`src/rtl/hc595_shift_ctrl.sv`:
```
// Serial driver for two daisy-chained 74HC595s (segments + digit select).
// Optional periodic re-send enabled by defining HC595_REFRESH_EN.
module hc595_shift_ctrl #(
  parameter int SHCP_HALF      = 2,
  parameter int REFRESH_CYCLES = 50_000
) (
  input  logic       clk,
  input  logic       rst,
  input  logic [7:0] data_sta,
  input  logic [5:0] sel_out,
  output logic       ds,
  output logic       shcp,
  output logic       stcp,
  output logic       oe,
  output logic       busy,
  output logic       frame_done
);

  localparam int CW = $clog2(SHCP_HALF) + 1;
  localparam logic [CW-1:0] HALF    = CW'(SHCP_HALF);
  localparam logic [CW-1:0] HALF_M1 = CW'(SHCP_HALF - 1);
  localparam logic [CW-1:0] BIT_END = CW'(2 * SHCP_HALF - 1);

  typedef enum logic [1:0] {
    IDLE  = 2'd0,
    SHIFT = 2'd1,
    LATCH = 2'd2
  } state_t;

  state_t        state_q, state_d;
  logic [13:0]   shift_q, shift_d;
  logic [13:0]   last_q, last_d;
  logic          force_q, force_d;
  logic          force_clr;
  logic          force_set;
  logic [3:0]    bit_q, bit_d;
  logic [CW-1:0] cnt_q, cnt_d;
  logic [CW-1:0] cnt_n;
  logic          ds_q, ds_d;
  logic          shcp_q, shcp_d;
  logic          stcp_q, stcp_d;
  logic          oe_q, oe_d;
  logic          fd_q, fd_d;
  logic [13:0]   frame;

  assign frame = {data_sta, sel_out};
  assign cnt_n = cnt_q + 1'b1;

`ifdef HC595_REFRESH_EN
  localparam int RW = (REFRESH_CYCLES > 1) ? $clog2(REFRESH_CYCLES) : 1;
  localparam logic [RW-1:0] REF_END = RW'(REFRESH_CYCLES - 1);

  logic [RW-1:0] ref_q, ref_d;

  // Free-running refresh timer; its wrap requests a re-send.
  always_comb begin
    ref_d     = ref_q + 1'b1;
    force_set = 1'b0;
    if (ref_q == REF_END) begin
      ref_d     = '0;
      force_set = 1'b1;
    end
  end

  // Refresh timer register.
  always_ff @(posedge clk) begin
    if (rst) ref_q <= '0;
    else     ref_q <= ref_d;
  end
`else
  assign force_set = 1'b0;
`endif

  // Next-state and output logic for the shift/latch sequencer.
  always_comb begin
    state_d   = state_q;
    shift_d   = shift_q;
    last_d    = last_q;
    bit_d     = bit_q;
    cnt_d     = cnt_q;
    ds_d      = ds_q;
    shcp_d    = shcp_q;
    stcp_d    = stcp_q;
    oe_d      = oe_q;
    fd_d      = 1'b0;
    force_clr = 1'b0;
    unique case (state_q)
      IDLE: begin
        if (force_q || (frame != last_q)) begin
          state_d   = SHIFT;
          shift_d   = frame;
          last_d    = frame;
          force_clr = 1'b1;
          bit_d     = 4'd13;
          cnt_d     = '0;
          ds_d      = frame[13];
          shcp_d    = 1'b0;
        end
      end
      SHIFT: begin
        if (cnt_q == BIT_END) begin
          cnt_d  = '0;
          shcp_d = 1'b0;
          if (bit_q == 4'd0) begin
            state_d = LATCH;
            stcp_d  = 1'b1;
            fd_d    = (SHCP_HALF == 1);
          end else begin
            bit_d   = bit_q - 4'd1;
            shift_d = {shift_q[12:0], shift_q[13]};
            ds_d    = shift_q[12];
          end
        end else begin
          cnt_d  = cnt_n;
          shcp_d = (cnt_n >= HALF);
        end
      end
      LATCH: begin
        if (cnt_q == HALF_M1) begin
          state_d = IDLE;
          cnt_d   = '0;
          stcp_d  = 1'b0;
          oe_d    = 1'b0;
        end else begin
          cnt_d = cnt_n;
          fd_d  = (cnt_n == HALF_M1);
        end
      end
      default: begin
        state_d = IDLE;
        shcp_d  = 1'b0;
        stcp_d  = 1'b0;
      end
    endcase
    force_d = (force_q & ~force_clr) | force_set;
  end

  // State and output registers.
  always_ff @(posedge clk) begin
    if (rst) begin
      state_q <= IDLE;
      shift_q <= '0;
      last_q  <= '0;
      force_q <= 1'b1;
      bit_q   <= '0;
      cnt_q   <= '0;
      ds_q    <= 1'b0;
      shcp_q  <= 1'b0;
      stcp_q  <= 1'b0;
      oe_q    <= 1'b1;
      fd_q    <= 1'b0;
    end else begin
      state_q <= state_d;
      shift_q <= shift_d;
      last_q  <= last_d;
      force_q <= force_d;
      bit_q   <= bit_d;
      cnt_q   <= cnt_d;
      ds_q    <= ds_d;
      shcp_q  <= shcp_d;
      stcp_q  <= stcp_d;
      oe_q    <= oe_d;
      fd_q    <= fd_d;
    end
  end

  assign ds         = ds_q;
  assign shcp       = shcp_q;
  assign stcp       = stcp_q;
  assign oe         = oe_q;
  assign busy       = (state_q != IDLE);
  assign frame_done = fd_q;

endmodule

```
`config.mk`:
```
export PLATFORM = sky130hd
export DESIGN_NAME = hc595_shift_ctrl
export DESIGN_NICKNAME = d
export VERILOG_FILES = /design/src/rtl/hc595_shift_ctrl.sv
export SDC_FILE = /design/constraint.sdc
export NUM_CORES = 1
export LEC_CHECK = 0
export ABC_AREA = 1
export BUFFER_PORTS_ARGS = -buffer_cell sky130_fd_sc_hd__buf_2
export CORE_ASPECT_RATIO = 0.8
export CORE_MARGIN = 3
export CORE_UTILIZATION = 49
export CTS_CLUSTER_SIZE = 20
export DETAILED_ROUTE_END_ITERATION = 16
export PLACE_DENSITY = 0.73
export SLEW_MARGIN = 15
export SYNTH_ARGS = -nofsm -noshare
export SYNTH_HDL_FRONTEND = slang
export SYNTH_SLANG_ARGS = --single-unit
export TNS_END_PERCENT = 5
```
`constraint.sdc`:
```
create_clock -name clk -period 2.2 [get_ports clk]
set_input_delay 0.11 -clock clk [delete_from_list [all_inputs] [get_ports clk]]
set_output_delay 0.11 -clock clk [all_outputs]
set_load 0.01 [all_outputs]
```
# [Yosys cells after proc, flatten, opt, wreduce, memory -nomap -nowiden]
# Cells that the tools add are included.
[word_totals] register_bits=42 inputBits=16
[op_classes] n_mux=30 n_addsub=2 n_eq_ne=11 n_bitwise=4 n_reduce_logical=14 magnitude_cmp=1
[ops] operator="two-way mux 14 bit" count=3
[ops] operator="case mux 14 bit (2 select lines)" count=1
[ops] operator="two-way mux 2 bit" count=7
[ops] operator="!= test 14 bit" count=1
[ops] operator="two-way mux 4 bit" count=3
[ops] operator="case mux 2 bit (3 select lines)" count=2
[ops] operator="AND reduction 4 bit" count=3
[ops] operator="two-way mux 1 bit" count=10
[ops] operator="!= test 2 bit (second input constant)" count=5
[ops] operator="case mux 4 bit (2 select lines)" count=1
[ops] operator="AND reduction 2 bit" count=4
[ops] operator="== test 2 x 1 -> 1 bit (second input constant)" count=3
[ops] operator="case mux 1 bit (3 select lines)" count=2
[ops] operator="== test 2 bit (second input constant)" count=2
[ops] operator="logical NOT 4 bit" count=1
[ops] operator="nonzero test 2 bit" count=2
[ops] operator="subtractor 4 x 1 -> 4 bit (second input constant)" count=1
[ops] operator="NOT 1 bit" count=3
[ops] operator="nonzero test 3 bit" count=1
[ops] operator="OR reduction 3 bit" count=1
[ops] operator="adder 2 x 1 -> 2 bit (second input constant)" count=1
[ops] operator=">= comparator 2 bit (second input constant)" count=1
[ops] operator="logical NOT 2 bit" count=1
[ops] operator="case mux 1 bit (2 select lines)" count=1
[ops] operator="other kinds (2)" count=2

# [Depth between registers and ports, before layout]
[logic_depth] depth_word=6 mapped_depth=12 mapped_depth_nobuf=11

# [Worst setup path after synthesis]
# OpenSTA, ideal clock, no wires.
[synth_path] path_type="register to register" start="reg state_q[1]" end="reg shift_q[6]" arrival_ns=1.503 slack_ns=0.583 setup_time_ns=0.114 stages_incl_launch_ff=10 path_cell_list="dfxtp_1 inv_1 ha_1 inv_1 nor2_1 o22ai_4 nand2_4 buf_6 nor2_1 nor2_2"
[synth_between] elab_chain_len=3 elab_cells_between_ends=8
[synth_rtl] element="from (decl)" line="30" source="state_t state_q, state_d;"
[synth_rtl] element="from (signal assigned)" line="153" source="state_q <= state_d;"
[synth_rtl] element="== test 2 x 1 -> 1 bit or logical NOT 2 bit (tied branches)" line="87" source="unique case (state_q)"
[synth_rtl] element="!= test 2 bit (no source line) or nonzero test 2 bit (tied branches)"
[synth_rtl] element="AND reduction 4 bit (no source line)"
[synth_rtl] element="to (signal assigned)" line="154" source="shift_q <= shift_d;"
[synth_rtl] element="to (decl)" line="31" source="logic [13:0] shift_q, shift_d;"
# Parallel ways exist; a longest one is shown, timed or not.
# A chain may end at the register's enable or synchronous reset.

# [Worst setup path after layout]
[layout_path] start="reg state_q[1]" end="reg shift_q[7]"
# Same word-level chain as after synthesis.

==> reports/qor.csv <==
stage,metric,value,unit
power_and_ir_drop,Leak,1.34,nW
yosys,Syn Inst Count,365,
die,Die ar.,0.00591,sq mm
run,Max Cap Violations,0,
timing,final hold violation count,0,
layout,Layout Nets,410,
worst_setup_path,CP endpoint kind,register,
clocking,"Clk pin slew, worst setup/hold paths",0.08,ns
route,Post-Route WL,4860,microns
clocking,clk sinks,41,
die,num rows,22,
yosys,largest cells by area after synthesis,"dfxtp_1 33%, nand2_1 13%, nor2_1 10%",
yosys,number of enable flip-flop cells after synthesis,0,
route,router iterations before antenna repair,4,
route,routed len/inst,10.9,microns
clocking,H-tree depth,2,
global_route,Total GRT Usage,16.7,%
global_route,initial antenna violation count,0,
route,drc violations,0,
worst_setup_path,Worst Path Max Fanout,30,
yosys,Synth Area per Inst,6.74,sq um
yosys,Synth area leader,dfxtp_1,
yosys,Synth Warn #,0,
placed_design,Port Buffers,21,
clocking,post-CTS setup repair buffer count,0,
worst_setup_path,CP startpoint kind,register,
run_status,status,"finished, final reports clean",
hold_path,HP Start,data_sta[0],
route,vias,2080,
clocking,CTS tree,yes,
timing,fin. max-slew vios,0,
placed_design,placed wire-length estimate,3400,microns
timing,Fin Clk Skew,0.00913,ns
die,CORE AREA,0.00471,sq mm
clocking,CTS root buf,clkbuf_8,
timing,Max-slew headroom,69.7,%
timing,final setup vio count,0,
yosys,async set-reset flop share out of synthesis,0,%
timing,total negative setup slack,0,ns
global_route,largest net degree at the start of global routing,41,
worst_setup_path,CP startpoint,state_q[1]$_SDFFE_PP0P_,
route,Routed Antenna Nets,0,
yosys,Synth top area share,33.4,%
worst_setup_path,WP data arrival,2.19,ns
die,Initial Utilization,52.3,%
clocking,Clock Tree Buf Depth,2,
die,Die H,69.4,microns
timing,Slew @ Worst Pin,0.454,ns
worst_setup_path,worst setup path class,register to register,
yosys,Mapped Area,0.00246,sq mm
worst_setup_path,R2R Path Start,state_q[1]$_SDFFE_PP0P_,
route,Initial DRC Count,134,
timing,Fmax,0.499,GHz
power_and_ir_drop,peak supply drop,0.000795,V
global_route,number of global-route vias before repair,1853,
placed_design,dpl cells,436,
clocking,clk_lat worst skew,0.29,ns
timing,Final Cycle Share,91.1,%
hold_path,Hold Path Class,input pin to register,
layout,"non-filler cells, final",445,
yosys,Synth Register Bits,41,
layout,share of cells above drive strength 1,19.0,%
worst_setup_path,CP required,2.39,ns
yosys,Netlist cell types,29,
global_route,total gr overflow,0,
route,average vias per placed instance,4.67,
layout,P&R area growth vs syn,9.25,%
power_and_ir_drop,power per cell area,1370,mW/mm^2
placed_design,worst slack at placement,0.158,ns
clocking,CTS buffer count,5,
yosys,Post-synth top flop,dfxtp_1,
yosys,syn nets,391,
timing,Setup WS post-layout,0.196,ns
yosys,"Seq/Total Area, Yosys",33.4,%
die,Die Wd,85.2,microns
die,num ports,22,
layout,ANT cells,0,
placed_design,placer's final routability congestion estimate,0.777,
global_route,first-pass GRT wire length,8120,microns
timing,fin crit period,2.00,ns
timing,RSZ-0062 raised after global routing,no,
==> critical path, cell delays in order, from the launching register on <==
cell and delay, ns:
dfxtp_1 0.35, inv_1 0.10, ha_1 0.27, inv_1 0.14
o21a_4 0.25, o22ai_4 0.26, nand2_8 0.24, nor2_1 0.22
nor2_2 0.06
==> per-stage QoR <==
stage	power [mW]	area (sq um)	util, %	hold slack [ns]
2_1_floorplan	2.86	2460	-	0.188
4_1_cts	3.68	2680	56.9	0.0836
3_3_place_gp	2.99	2550	54.3	0.302
5_1_grt	4.02	2690	57.1	0.109
3_5_place_dp	3.03	2550	54.3	0.296
6_report	3.68	2690	57.1	0.0906
==> where the power goes <==
part | switching (mW) | internal, mW | total [mW] | leakage [nW]
combinational | 1.20 | 0.672 | 1.87 | 0.941
clock | 0.259 | 0.370 | 0.630 | 0.0585
sequential | 0.167 | 1.01 | 1.18 | 0.340
total | 1.63 | 2.05 | 3.68 | 1.34
==> registers in the layout, indices dropped and copies added, names as in the netlist <==
signal,count
state_q,2
cnt_q,2
frame_done,1
oe,1
shcp,1
stcp,1
ds,1
bit_q,4
shift_q,13
last_q,14
force_q,1
==> final cells by class <==
cell class | count | area, sq um
fillers | 446 | 2020
clock buffers | 7 | 86.3
well taps | 60 | 75.1
repair buffers | 25 | 138
clock inverters | 1 | 30.0
flip-flops and latches | 41 | 821
multi-input cells | 255 | 1330
inverters | 56 | 210
==> synthesized netlist by cell type, types with 2 or more instances <==
master and instances:
nand3_1 8, dfxtp_1 41, a21oi_1 11, nor2_1 68, nand2_2 11, ha_1 10
nand2_1 83, nand2_4 11, o21ai_1 5, clkbuf_1 3, inv_1 52, nor2_2 11
o21ai_0 25, inv_2 4, buf_6 5, nand3b_1 2, buf_2 3
==> repair_timing <==
item,in CTS,in global routing
hold buffers,1,0
hold endpoints to repair,1,0
endpoints found under the setup margin,0,11
resized for setup,0,1
==> per-layer routing <==
metal | track usage (%) | wire (microns)
met5 | 0 | 0
met4 | 3.51 | 22
met3 | 4.51 | 290
met2 | 26.2 | 2180
met1 | 23.0 | 2370
==> cell families (layout without fill, tap and decap cells) <==
family | count (synthesis) | after routing | share of synthesized area [%]
DFF | 41 | 41 | 33.4
and+or+nand+nor | 199 | 199 | 37.8
AOI/OAI and AO/OA | 45 | 45 | 10.4
xor gates and xnor gates | 1 | 1 | 0.356
adders and majority gates | 10 | 10 | 5.08
buffers and inverters | 69 | 89 | 13.0
==> layout by cell type, fill, tap and decap left out, drive strengths merged, types with 2 or more instances in the layout <==
| master | netlist | final |
|---|---|---|
| dfxtp | 41 | 41 |
| inv | 56 | 56 |
| nand2 | 105 | 105 |
| nor2 | 80 | 80 |
| clkbuf | 3 | 7 |
| ha | 10 | 10 |
| o21ai | 31 | 31 |
| a21oi | 11 | 11 |
| nand3 | 9 | 9 |
| nand3b | 2 | 2 |
| buf | 10 | 24 |
==> final timing paths <==
check	to	slack (ns)	depth (start not counted)
setup reg to reg	shift_q[7]$_SDFFE_PP0P_	0.20	8
setup / recovery	shift_q[7]$_SDFFE_PP0P_	0.20	8
hold / removal	last_q[6]$_SDFFE_PP0P_	0.09	3
hold reg to reg	force_q$_SDFF_PP1_	0.47	2
Power figures use the tool's default switching activity.
